$ cat src/rtl/dii_packet_fifo.sv
// DII flit FIFO with circular storage, optional store-and-forward, flush and status; first-word fall-through, 1-cycle latency.
// Backpressure: flit_in_ready drops only at full and never looks at flit_out_ready.
package dii_package;
  typedef struct packed {
    logic        valid;
    logic        last;
    logic [15:0] data;
  } dii_flit;
endpackage

module dii_packet_fifo
  import dii_package::*;
#(
  parameter int DEPTH        = 8,
  parameter int FULLPACKET   = 0,
  parameter int AFULL_THRESH = DEPTH - 2,
  localparam int CW          = $clog2(DEPTH + 1),
  localparam int PW          = $clog2(DEPTH)
) (
  input  logic          clk,
  input  logic          rst,
  input  logic          flush,
  input  dii_flit       flit_in,
  output logic          flit_in_ready,
  output dii_flit       flit_out,
  input  logic          flit_out_ready,
  output logic [CW-1:0] fill_level,
  output logic [CW-1:0] packet_count,
  output logic          almost_full
);

  logic [16:0]   mem [DEPTH];
  logic [PW-1:0] wp, rp;
  logic [CW-1:0] cnt;
  logic          in_fire, out_fire;
  logic          out_valid;

  assign flit_in_ready = !rst && !flush && (cnt != CW'(DEPTH));
  assign in_fire       = flit_in.valid && flit_in_ready;
  assign out_fire      = out_valid && flit_out_ready;

  // The full fallback lets packets longer than DEPTH drain in store-and-forward mode.
  always_comb begin
    if (FULLPACKET != 0)
      out_valid = (packet_count != '0) || (cnt == CW'(DEPTH));
    else
      out_valid = (cnt != '0);
    if (rst || flush)
      out_valid = 1'b0;
  end

  assign flit_out.valid = out_valid;
  assign flit_out.last  = mem[rp][16];
  assign flit_out.data  = mem[rp][15:0];
  assign fill_level     = cnt;
  assign almost_full    = (cnt >= CW'(AFULL_THRESH));

  always_ff @(posedge clk) begin
    if (in_fire)
      mem[wp] <= {flit_in.last, flit_in.data};
  end

  always_ff @(posedge clk) begin
    if (rst || flush) begin
      wp           <= '0;
      rp           <= '0;
      cnt          <= '0;
      packet_count <= '0;
    end else begin
      if (in_fire)
        wp <= (wp == PW'(DEPTH - 1)) ? '0 : wp + 1'b1;
      if (out_fire)
        rp <= (rp == PW'(DEPTH - 1)) ? '0 : rp + 1'b1;
      case ({in_fire, out_fire})
        2'b10:   cnt <= cnt + 1'b1;
        2'b01:   cnt <= cnt - 1'b1;
        default: cnt <= cnt;
      endcase
      case ({in_fire && flit_in.last, out_fire && flit_out.last})
        2'b10:   packet_count <= packet_count + 1'b1;
        2'b01:   packet_count <= packet_count - 1'b1;
        default: packet_count <= packet_count;
      endcase
    end
  end

endmodule
$ cat config.mk
export PLATFORM = sky130hd
export DESIGN_NAME = dii_packet_fifo
export DESIGN_NICKNAME = d
export VERILOG_FILES = /design/src/rtl/dii_packet_fifo.sv
export SDC_FILE = /design/constraint.sdc
export NUM_CORES = 1
export LEC_CHECK = 0
export BUFFER_PORTS_ARGS = -buffer_cell sky130_fd_sc_hd__clkbuf_2
export CAP_MARGIN = 20
export CORE_MARGIN = 10
export CORE_UTILIZATION = 64
export CTS_CLUSTER_SIZE = 20
export DETAILED_ROUTE_END_ITERATION = 12
export PLACE_DENSITY = 0.84
export SKIP_CTS_REPAIR_TIMING = 1
export SLEW_MARGIN = 10
export SYNTH_ARGS = -nofsm -noshare
export SYNTH_HDL_FRONTEND = slang
export SYNTH_SLANG_ARGS = --single-unit
$ cat constraint.sdc
create_clock -name clk -period 5.7 [get_ports clk]
set_clock_uncertainty 0.15 [all_clocks]
set_input_delay 1.14 -clock clk [delete_from_list [all_inputs] [get_ports clk]]
set_output_delay 1.14 -clock clk [all_outputs]
set_load 0.005 [all_outputs]
==> run_results.csv, run 1 <==
group,metric,value,unit
timing,rsz0062_at_grt,"false",
logic_synthesis,syn-num-nets,346,
floorplanning,core_area,9328,um^2
timing,finalHoldViolations,0,
clock_network,cts_tree,"done",
worst_setup_path,rrSetupSlack,2.08,ns
routing,vias,3074,
global_route,grt_overflow,0,
timing,setup_viol,0,
logic_synthesis,yosys_warnings,0,
floorplanning,die-width,118.4,um
logic_synthesis,ys_async_sr_fraction,0,%
logic_synthesis,synth_area_leader_cell,"edfxtp_1",
worst_setup_path,slowest_delay,1.02,ns
logic_synthesis,synth_top_area_share,65.90,%
routing,routed_wl,11500,um
layout,n_fill_cell,504,
worst_setup_path,required,4.41,ns
run,cap_viol_max_count,0,
floorplanning,io_pins,50,
layout,multi_input_area,1674,um^2
worst_setup_path,end_kind,"output pin",
floorplanning,initial_core_util,66.44,%
pwr,irDropWorstVdd,0.2170,mV
layout,final_nets,409,
pwr,power_density,325.3,nW/um^2
logic_synthesis,synth_edf_count,136,
clock_network,cts_buffers,17,
place,routabilityCongestion,0.7936,
floorplanning,die_area,14020,um^2
worst_hold_path,worstHoldStart,"wp[1]",
timing,fin_crit,3.938,ns
routing,ant_nets,0,
worst_setup_path,crit_slowest_cell,"dfxtp_2",
global_route,grt_pass1_vias,3069,
place,portBuffers,49,
worst_setup_path,crit_chain,"mux4_1, mux2_2, clkbuf_2",
worst_setup_path,critPathKind,"flop to output pin",
place,dp_hpwl,6692,um
worst_setup_path,arrival,2.65,ns
logic_synthesis,yosysSeqAreaShare,71.39,%
layout,post-route-util,76.89,%
global_route,grt_pass1_wl,17730,um
timing,worst_pin_slew,1.041,ns
timing,drv_slew,0,
logic_synthesis,synthFlopType,"edfxtp_1",
global_route,grt_usage,16.62,%
routing,wl_per_cell,22.20,um
routing,vias_per_cell,5.934,
clock_network,cts-root-buf,"clkbuf_8",
worst_setup_path,critPathLaunchType,"flop",
logic_synthesis,synth.top_cells.by_area,"edfxtp_1 (66%), mux4_1 (13%), dfxtp_1 (5.5%)",
timing,max_freq,253.9,MHz
clock_network,clock-sinks,153,
clock_network,cts.clk_slew.worst_paths,0.07,ns
timing,setup_tns,0,ns
clock_network,htree_levels,4,
status,status,"finished, final reports clean",
clock_network,clock_path_buffers,2,
logic_synthesis,syn-mean-instance-area,19.80,um^2
logic_synthesis,synth_area,6197,um^2
worst_hold_path,hp-class,"flop to flop",
clock_network,clock_latency,0.51,ns
worst_setup_path,critPathMaxFanout,34,
floorplanning,row_count,35,
routing,drc_errors,0,
logic_synthesis,syn_inst,313,
pwr,p_leak,2.474,nW
global_route,antenna_found_initial,0,
logic_synthesis,yosysUniqueCellTypes,35,
logic_synthesis,synth-seq-cells,153,
routing,first_pass_iters,5,
layout,drive_above_1_share,30.08,%
routing,initialDrtViolationCount,242,
layout,regArea,4425,um^2
floorplanning,die-height,118.4,um
timing,slew-limit-headroom,30.62,%
timing,fin_crit_sh,69.10,%
global_route,grt_max_degree,35,
layout,antennaDiodeCount,0,
layout,area_growth,15.73,%
==> per-stage QoR <==
step           hold slack [ns]  std cells  area (um^2)  setup WS (ns)  power (mW)
6_report                0.3508        518         7172          1.762       2.333
5_1_grt                 0.3588        518         7172          1.630       2.414
4_1_cts                 0.3508        518         7172          1.699       2.354
3_5_place_dp            0.3416        486         6604          2.002       1.302
3_3_place_gp            0.3426        486         6604          2.132       1.299
2_1_floorplan           0.3087        313         6197          2.000       1.274
==> state kept, by name, summed over array words and instances (netlist names), named ones only <==
| signal | flops |
|---|---|
| fill_level | 4 |
| mem | 136 |
| packet_count | 4 |
| rp | 3 |
| wp | 3 |
==> final cells by class <==
class / count / share of cell area, %
multi-input cells: 138 / 23.34
flip-flops and latches: 153 / 61.71
well taps: 129 / 2.251
repair buffers: 58 / 4.361
clock buffers: 18 / 5.827
inverters: 8 / 0.4187
clock inverters: 14 / 2.094
==> synthesized netlist by cell type, types with 5 or more instances <==
cell,number
clkbuf_1,6
mux4_1,30
inv_1,8
dfxtp_1,17
ha_1,10
o21ai_0,5
edfxtp_1,136
nand3_1,12
mux2_2,17
a21oi_1,6
nor2_1,16
xor2_1,5
nor3_1,5
nand2_1,7
==> per-layer routing <==
layer	GRT usage [%]	up-vias	part of all wire, %
met2	27.47	92	52
met1	20.50	1565	41
met5	0	-	0
met3	4.998	4	6.6
li1	-	1413	-
met4	5.725	0	0.46
==> worst max-delay path, delay by kind of cell (launching register included) <==
kind	cells	cell delay, ns
flip-flops	1	1.02
multiplexers	2	0.98
buffers and inverters	1	0.12
==> cell usage in the layout (no fill, tap or decap), types with 3 or more instances in the layout <==
master,netlist,routed
nor2_1,16,16
clkbuf_2,0,49
buf_4,1,9
clkinv_4,0,3
xor2_1,5,5
nand2_1,7,7
dfxtp_1,17,16
ha_1,10,10
or3_1,3,3
mux4_1,30,30
mux2_2,17,17
edfxtp_1,136,136
o31ai_1,3,3
clkbuf_16,0,16
mux4_2,4,4
nor3_2,0,4
nand3_1,12,12
clkinvlp_4,0,5
o21ai_0,5,5
a21oi_1,6,6
inv_1,8,8
==> logic make-up (layout without fill, tap and decap cells) <==
family	after synthesis	count (layout)	share of synthesized area, %
AOI/OAI and AO/OA	19	19	2.039
adders and majority gates	11	11	2.342
xor gates and xnor gates	5	5	0.7066
buffers and inverters	22	98	1.918
DFF	153	153	71.39
and+or+nand+nor	50	50	4.018
muxes	53	53	17.59
==> power breakdown <==
group          internal [mW]  leakage (nW)  switching (mW)
logic                 0.0196         0.850          0.0298
registers               1.23          1.36         0.00365
clock network          0.624         0.261           0.430
total                   1.87          2.47           0.464
==> worst paths after layout <==
| check | endpoint | cells after the start |
|---|---|---|
| setup / recovery | flit_out[16] | 3 |
| hold / removal | wp[1] | 2 |
| hold reg to reg | wp[1] | 2 |
| setup reg to reg | packet_count[3] | 9 |
Power figures use the tool's default switching activity.
==> inputs of run 2 (changes only) <==
--- a/config.mk
+++ b/config.mk
@@ -8,10 +8,10 @@
 export BUFFER_PORTS_ARGS = -buffer_cell sky130_fd_sc_hd__clkbuf_2
 export CAP_MARGIN = 20
 export CORE_MARGIN = 10
-export CORE_UTILIZATION = 64
+export CORE_UTILIZATION = 59
 export CTS_CLUSTER_SIZE = 20
 export DETAILED_ROUTE_END_ITERATION = 12
-export PLACE_DENSITY = 0.84
+export PLACE_DENSITY = 0.79
 export SKIP_CTS_REPAIR_TIMING = 1
 export SLEW_MARGIN = 10
 export SYNTH_ARGS = -nofsm -noshare
==> constraint.sdc (replaced) <==
create_clock -name clk -period 3.8 [get_ports clk]
set_clock_uncertainty 0.15 [all_clocks]
set_input_delay 0.76 -clock clk [delete_from_list [all_inputs] [get_ports clk]]
set_output_delay 0.76 -clock clk [all_outputs]
set_load 0.005 [all_outputs]
==> run 2 against run 1 <==
Against the previous run: die area rose by 7.0%; sequential cell count unchanged; total power increased by 57%; utilization shrank 6.0 points; final area grew 1.5%; global-route usage about the same; non-clock buffer count rose by 7; critical path depth up 1; sequential share of layout area shrank 0.92 points; sequential power grew 50%; clock power rose by 66%; worst hold slack got worse by 0.017 ns.
==> run_results.csv, run 2 (synthesized netlist as in run 1, its figures left out) <==
group,metric,value,unit
worst_setup_path,critPathKind,"flop to output pin",
timing,worst_pin_slew,0.5231,ns
pwr,swShare,19.55,%
routing,initialDrtViolationCount,226,
timing,fin_crit,3.477,ns
pwr,clockPowerShare,47.5,%
status,status,"finished, final reports clean",
layout,layout_common_cells,"edfxtp_1 (136), clkbuf_2 (49), mux4_1 (30)",
timing,rsz0062_at_grt,"false",
pwr,irDropWorstVdd,0.2808,mV
pwr,power_switching,0.7147,mW
global_route,grt_pass1_vias,3287,
floorplanning,die-width,122.5,um
routing,wl_per_cell,21.92,um
routing,vias_per_cell,5.908,
pwr,p_seq_share,50.4,%
timing,fin_crit_sh,91.50,%
clock_network,clock-sinks,153,
worst_setup_path,required,2.89,ns
worst_setup_path,critPathMaxFanout,24,
global_route,grt_usage,16.62,%
layout,instances_no_fill,532,
timing,hold_slack,0.3334,ns
layout,area_growth,17.48,%
timing,setup_tns,0,ns
clock_network,htree_levels,4,
global_route,antenna_found_initial,0,
floorplanning,die_area,15000,um^2
place,post_dp_cell_area,6665,um^2
clock_network,cts.clk_slew.worst_paths,0.06,ns
worst_hold_path,hp-class,"flop to flop",
worst_setup_path,path_buf_inv,2,
worst_setup_path,crit_chain,"buf_4, mux4_1, mux2_2, clkbuf_2",
floorplanning,die-height,122.5,um
timing,finalHoldViolations,0,
layout,drive_above_1_share,31.31,%
clock_network,clock_latency,0.52,ns
floorplanning,initial_core_util,60.30,%
timing,drv_slew,0,
clock_network,clock_path_buffers,2,
layout,post-route-util,70.84,%
layout,mostFrequentLayoutCell,"edfxtp_1",
timing,setup_viol,0,
place,routabilityCongestion,0.7580,
global_route,grt_overflow,0,
timing,max_freq,287.6,MHz
clock_network,cts_tree,"done",
pwr,p_leak,2.542,nW
routing,vias,3143,
layout,final_nets,416,
worst_setup_path,critPathLaunchType,"flop",
worst_setup_path,arrival,2.57,ns
place,dp_hpwl,6880,um
routing,drc_errors,0,
worst_setup_path,path_delay_family,"multiplexers",
timing,slew-limit-headroom,65.08,%
clock_network,cts-root-buf,"clkbuf_8",
routing,routed_wl,11660,um
floorplanning,row_count,37,
layout,final_area,7281,um^2
floorplanning,core_area,10280,um^2
worst_setup_path,crit_slowest_cell,"mux4_1",
global_route,grt_max_degree,25,
layout,max_flop_register,"mem",
layout,largest_reg_flops,136,
place,portBuffers,49,
run,cap_viol_max_count,0,
place,dp_cells,500,
pwr,p_int,2.941,mW
pwr,power_density,502.1,nW/um^2
worst_setup_path,end_kind,"output pin",
global_route,grt_pass1_wl,18370,um
routing,ant_nets,0,
floorplanning,io_pins,50,
layout,antennaDiodeCount,0,
routing,first_pass_iters,5,
pwr,combPwrFrac,2.1,%
worst_setup_path,slowest_delay,0.62,ns
clock_network,cts_buffers,17,
run 2: path summary, 6_finish.rpt:
check | to | depth (start not counted) | slack [ns] | start
max | flit_out[12] | 4 | 0.32 | flop
max reg2reg | packet_count[3] | 9 | 0.78 | flop
min | packet_count[3] | 2 | 0.33 | packet_count[3]
min reg2reg | packet_count[3] | 2 | 0.33 | packet_count[3]
run 2: tightest hold or removal path: stages, from the launching register on:
cell	delay [ns]
dfxtp_1	0.33
nand2_1	0.06
o31ai_1	0.05
run 2: power by group through the flow:
stage,sequential [mW],combinational [mW],clock (mW)
6_report,1.84,0.0764,1.74
5_1_grt,1.84,0.0847,1.83
4_1_cts,1.84,0.0775,1.76
3_5_place_dp,1.88,0.0760,0
3_3_place_gp,1.88,0.0724,0
2_1_floorplan,1.88,0.0325,0
run 2: layout make-up:
cell class                      instances  area, um^2
Clock inverter                         14       197.7
Fill cell                             650        2997
Multi-Input combinational cell        138        1674
Inverter                                8       30.03
Clock buffer                           18       417.9
Timing Repair Buffer                   65       365.4
Tap cell                              136       170.2
Sequential cell                       153        4425
run 2: routing by layer:
metal | share of wire [%] | track usage (%)
met1 | 41 | 19.72
met2 | 52 | 28.03
met3 | 6.3 | 4.913
met4 | 1.3 | 6.701
met5 | 0 | 0
run 2: stage by stage:
| step | setup WS, ns | power [mW] |
|---|---|---|
| finish | 0.3230 | 3.656 |
| global route | 0.2009 | 3.754 |
| CTS | 0.2833 | 3.679 |
| global placement | 0.6772 | 1.950 |
| floorplan | 0.4798 | 1.910 |
| detailed placement | 0.6021 | 1.955 |
==> inputs of run 3 (changes only) <==
--- a/config.mk
+++ b/config.mk
@@ -7,11 +7,13 @@
 export LEC_CHECK = 0
 export BUFFER_PORTS_ARGS = -buffer_cell sky130_fd_sc_hd__clkbuf_2
 export CAP_MARGIN = 20
+export CELL_PAD_IN_SITES_DETAIL_PLACEMENT = 0
+export CELL_PAD_IN_SITES_GLOBAL_PLACEMENT = 1
 export CORE_MARGIN = 10
-export CORE_UTILIZATION = 59
+export CORE_UTILIZATION = 52
 export CTS_CLUSTER_SIZE = 20
 export DETAILED_ROUTE_END_ITERATION = 12
-export PLACE_DENSITY = 0.79
+export PLACE_DENSITY_LB_ADDON = 0.1
 export SKIP_CTS_REPAIR_TIMING = 1
 export SLEW_MARGIN = 10
 export SYNTH_ARGS = -nofsm -noshare
==> run 3 against run 2 <==
Against the previous run: sequential cell count stayed put; final area is 0.43% lower; die area is 11% higher; critical endpoint is now flit_out[5].
==> run_results.csv, run 3 (synthesized netlist as in run 1, its figures left out) <==
group,metric,value,unit
worst_setup_path,critPathMaxFanout,22,
timing,drv_slew,0,
clock_network,cts_buffers,17,
floorplanning,row_count,39,
place,portBuffers,49,
routing,initialDrtViolationCount,238,
clock_network,cts-root-buf,"clkbuf_16",
worst_setup_path,required,2.89,ns
layout,largest_reg_flops,136,
layout,layout_common_cells,"edfxtp_1 (136), clkbuf_2 (49), mux4_1 (30)",
clock_network,cts_tree,"done",
worst_setup_path,path_delay_family,"multiplexers",
timing,setup_viol,0,
place,pre_cts_ws,0.6016,ns
worst_setup_path,crit_chain,"buf_4, mux4_1, mux2_2, clkbuf_2",
clock_network,clock_latency,0.41,ns
global_route,grt_overflow,0,
worst_setup_path,r2r-end,"packet_count[3]",
worst_setup_path,crit_end,"flit_out[5]",
routing,drc_errors,0,
layout,final_nets,416,
layout,n_fill_cell,819,
routing,ant_nets,0,
status,status,"finished, final reports clean",
timing,rsz0062_at_grt,"false",
worst_setup_path,arrival,2.47,ns
routing,wl_per_cell,20.43,um
worst_setup_path,ff2ff_path_depth,9,
timing,setup_tns,0,ns
layout,mostFrequentLayoutCell,"edfxtp_1",
layout,area_growth,16.98,%
worst_setup_path,critPathLaunchType,"flop",
layout,drive_above_1_share,31.82,%
global_route,grt_usage,14.13,%
place,dp_hpwl,6883,um
worst_setup_path,path_buf_inv,2,
run,cap_viol_max_count,0,
clock_network,cts.clk_slew.worst_paths,0.06,ns
clock_network,clock-sinks,153,
place,routabilityCongestion,0.7244,
global_route,grt_max_degree,24,
worst_setup_path,crit_cells,4,
global_route,grt_pass1_vias,3165,
worst_hold_path,hp-class,"flop to flop",
worst_setup_path,crit_slowest_cell,"mux4_1",
timing,fin_crit_sh,88.95,%
routing,vias_per_cell,5.625,
timing,fin_crit,3.380,ns
timing,finalHoldViolations,0,
worst_setup_path,slowest_delay,0.63,ns
floorplanning,io_pins,50,
floorplanning,core_area,11560,um^2
clock_network,clock_path_buffers,2,
layout,antennaDiodeCount,0,
worst_setup_path,rrSetupSlack,0.76,ns
clock_network,htree_levels,4,
worst_hold_path,worstHoldStart,"packet_count[3]",
floorplanning,die_area,16680,um^2
layout,max_flop_register,"mem",
floorplanning,die-height,129.2,um
floorplanning,initial_core_util,53.59,%
global_route,antenna_found_initial,0,
routing,routed_wl,11010,um
floorplanning,die-width,129.2,um
timing,slew-limit-headroom,64.72,%
worst_setup_path,end_kind,"output pin",
timing,worst_pin_slew,0.5285,ns
routing,first_pass_iters,4,
routing,vias,3032,
layout,multi_input_area,1674,um^2
pwr,power_density,486.2,nW/um^2
pwr,irDropWorstVdd,0.2845,mV
pwr,p_leak,2.526,nW
global_route,grt_pass1_wl,17440,um
timing,max_freq,295.8,MHz
timing,setup_slack,0.4197,ns
worst_setup_path,critPathKind,"flop to output pin",
layout,regArea,4425,um^2
-- run 3: tightest hold or removal path, delay by kind of cell (launching register included) --
family          cells  cell delay, ns
compound gates      1            0.05
flops               1            0.32
simple gates        1            0.06
-- run 3: power breakdown --
part	internal (mW)	switching, mW	total [mW]
Combinational	0.0308	0.0445	0.0753
Sequential	1.84	0.00453	1.84
Clock	0.965	0.641	1.61
-- run 3: how the worst min path moves through the flow --
| stage | to | cells past startpoint |
|---|---|---|
| after global routing | packet_count[3] | 2 |
| after detailed placement | packet_count[3] | 2 |
| final | packet_count[3] | 2 |
| after global placement | packet_count[3] | 2 |
| after floorplan | wp[1] | 2 |
| after CTS | packet_count[3] | 2 |
-- run 3: final cells by class --
class,count,share of cell area [%]
repair buffers,65,5.040
flip-flops and latches,153,61.05
clock inverters,15,2.071
clock buffers,17,5.868
multi-input cells,138,23.09
well taps,143,2.468
inverters,8,0.4142
-- run 3: routing by layer --
metal	wire length, um	up-vias	share of wire (%)	GRT usage [%]
met3	538	6	4.9	4.894
li1	-	1431	-	-
met4	84	0	0.76	5.017
met1	4709	1537	43	17.11
met2	5682	58	52	23.16
met5	0	-	0	0
-- run 3: stage by stage --
step                      cell area [um^2]  utilization [%]  hold slack, ns  instances  total power [mW]
after floorplan                       6197                -          0.3087        313             1.910
after global placement                6674            57.71          0.3304        507             1.952
after detailed placement              6674            57.71          0.3295        507             1.956
after CTS                             7249            62.69          0.3376        539             3.557
after global routing                  7249            62.69          0.3554        539             3.647
final                                 7249            62.69          0.3304        539             3.525
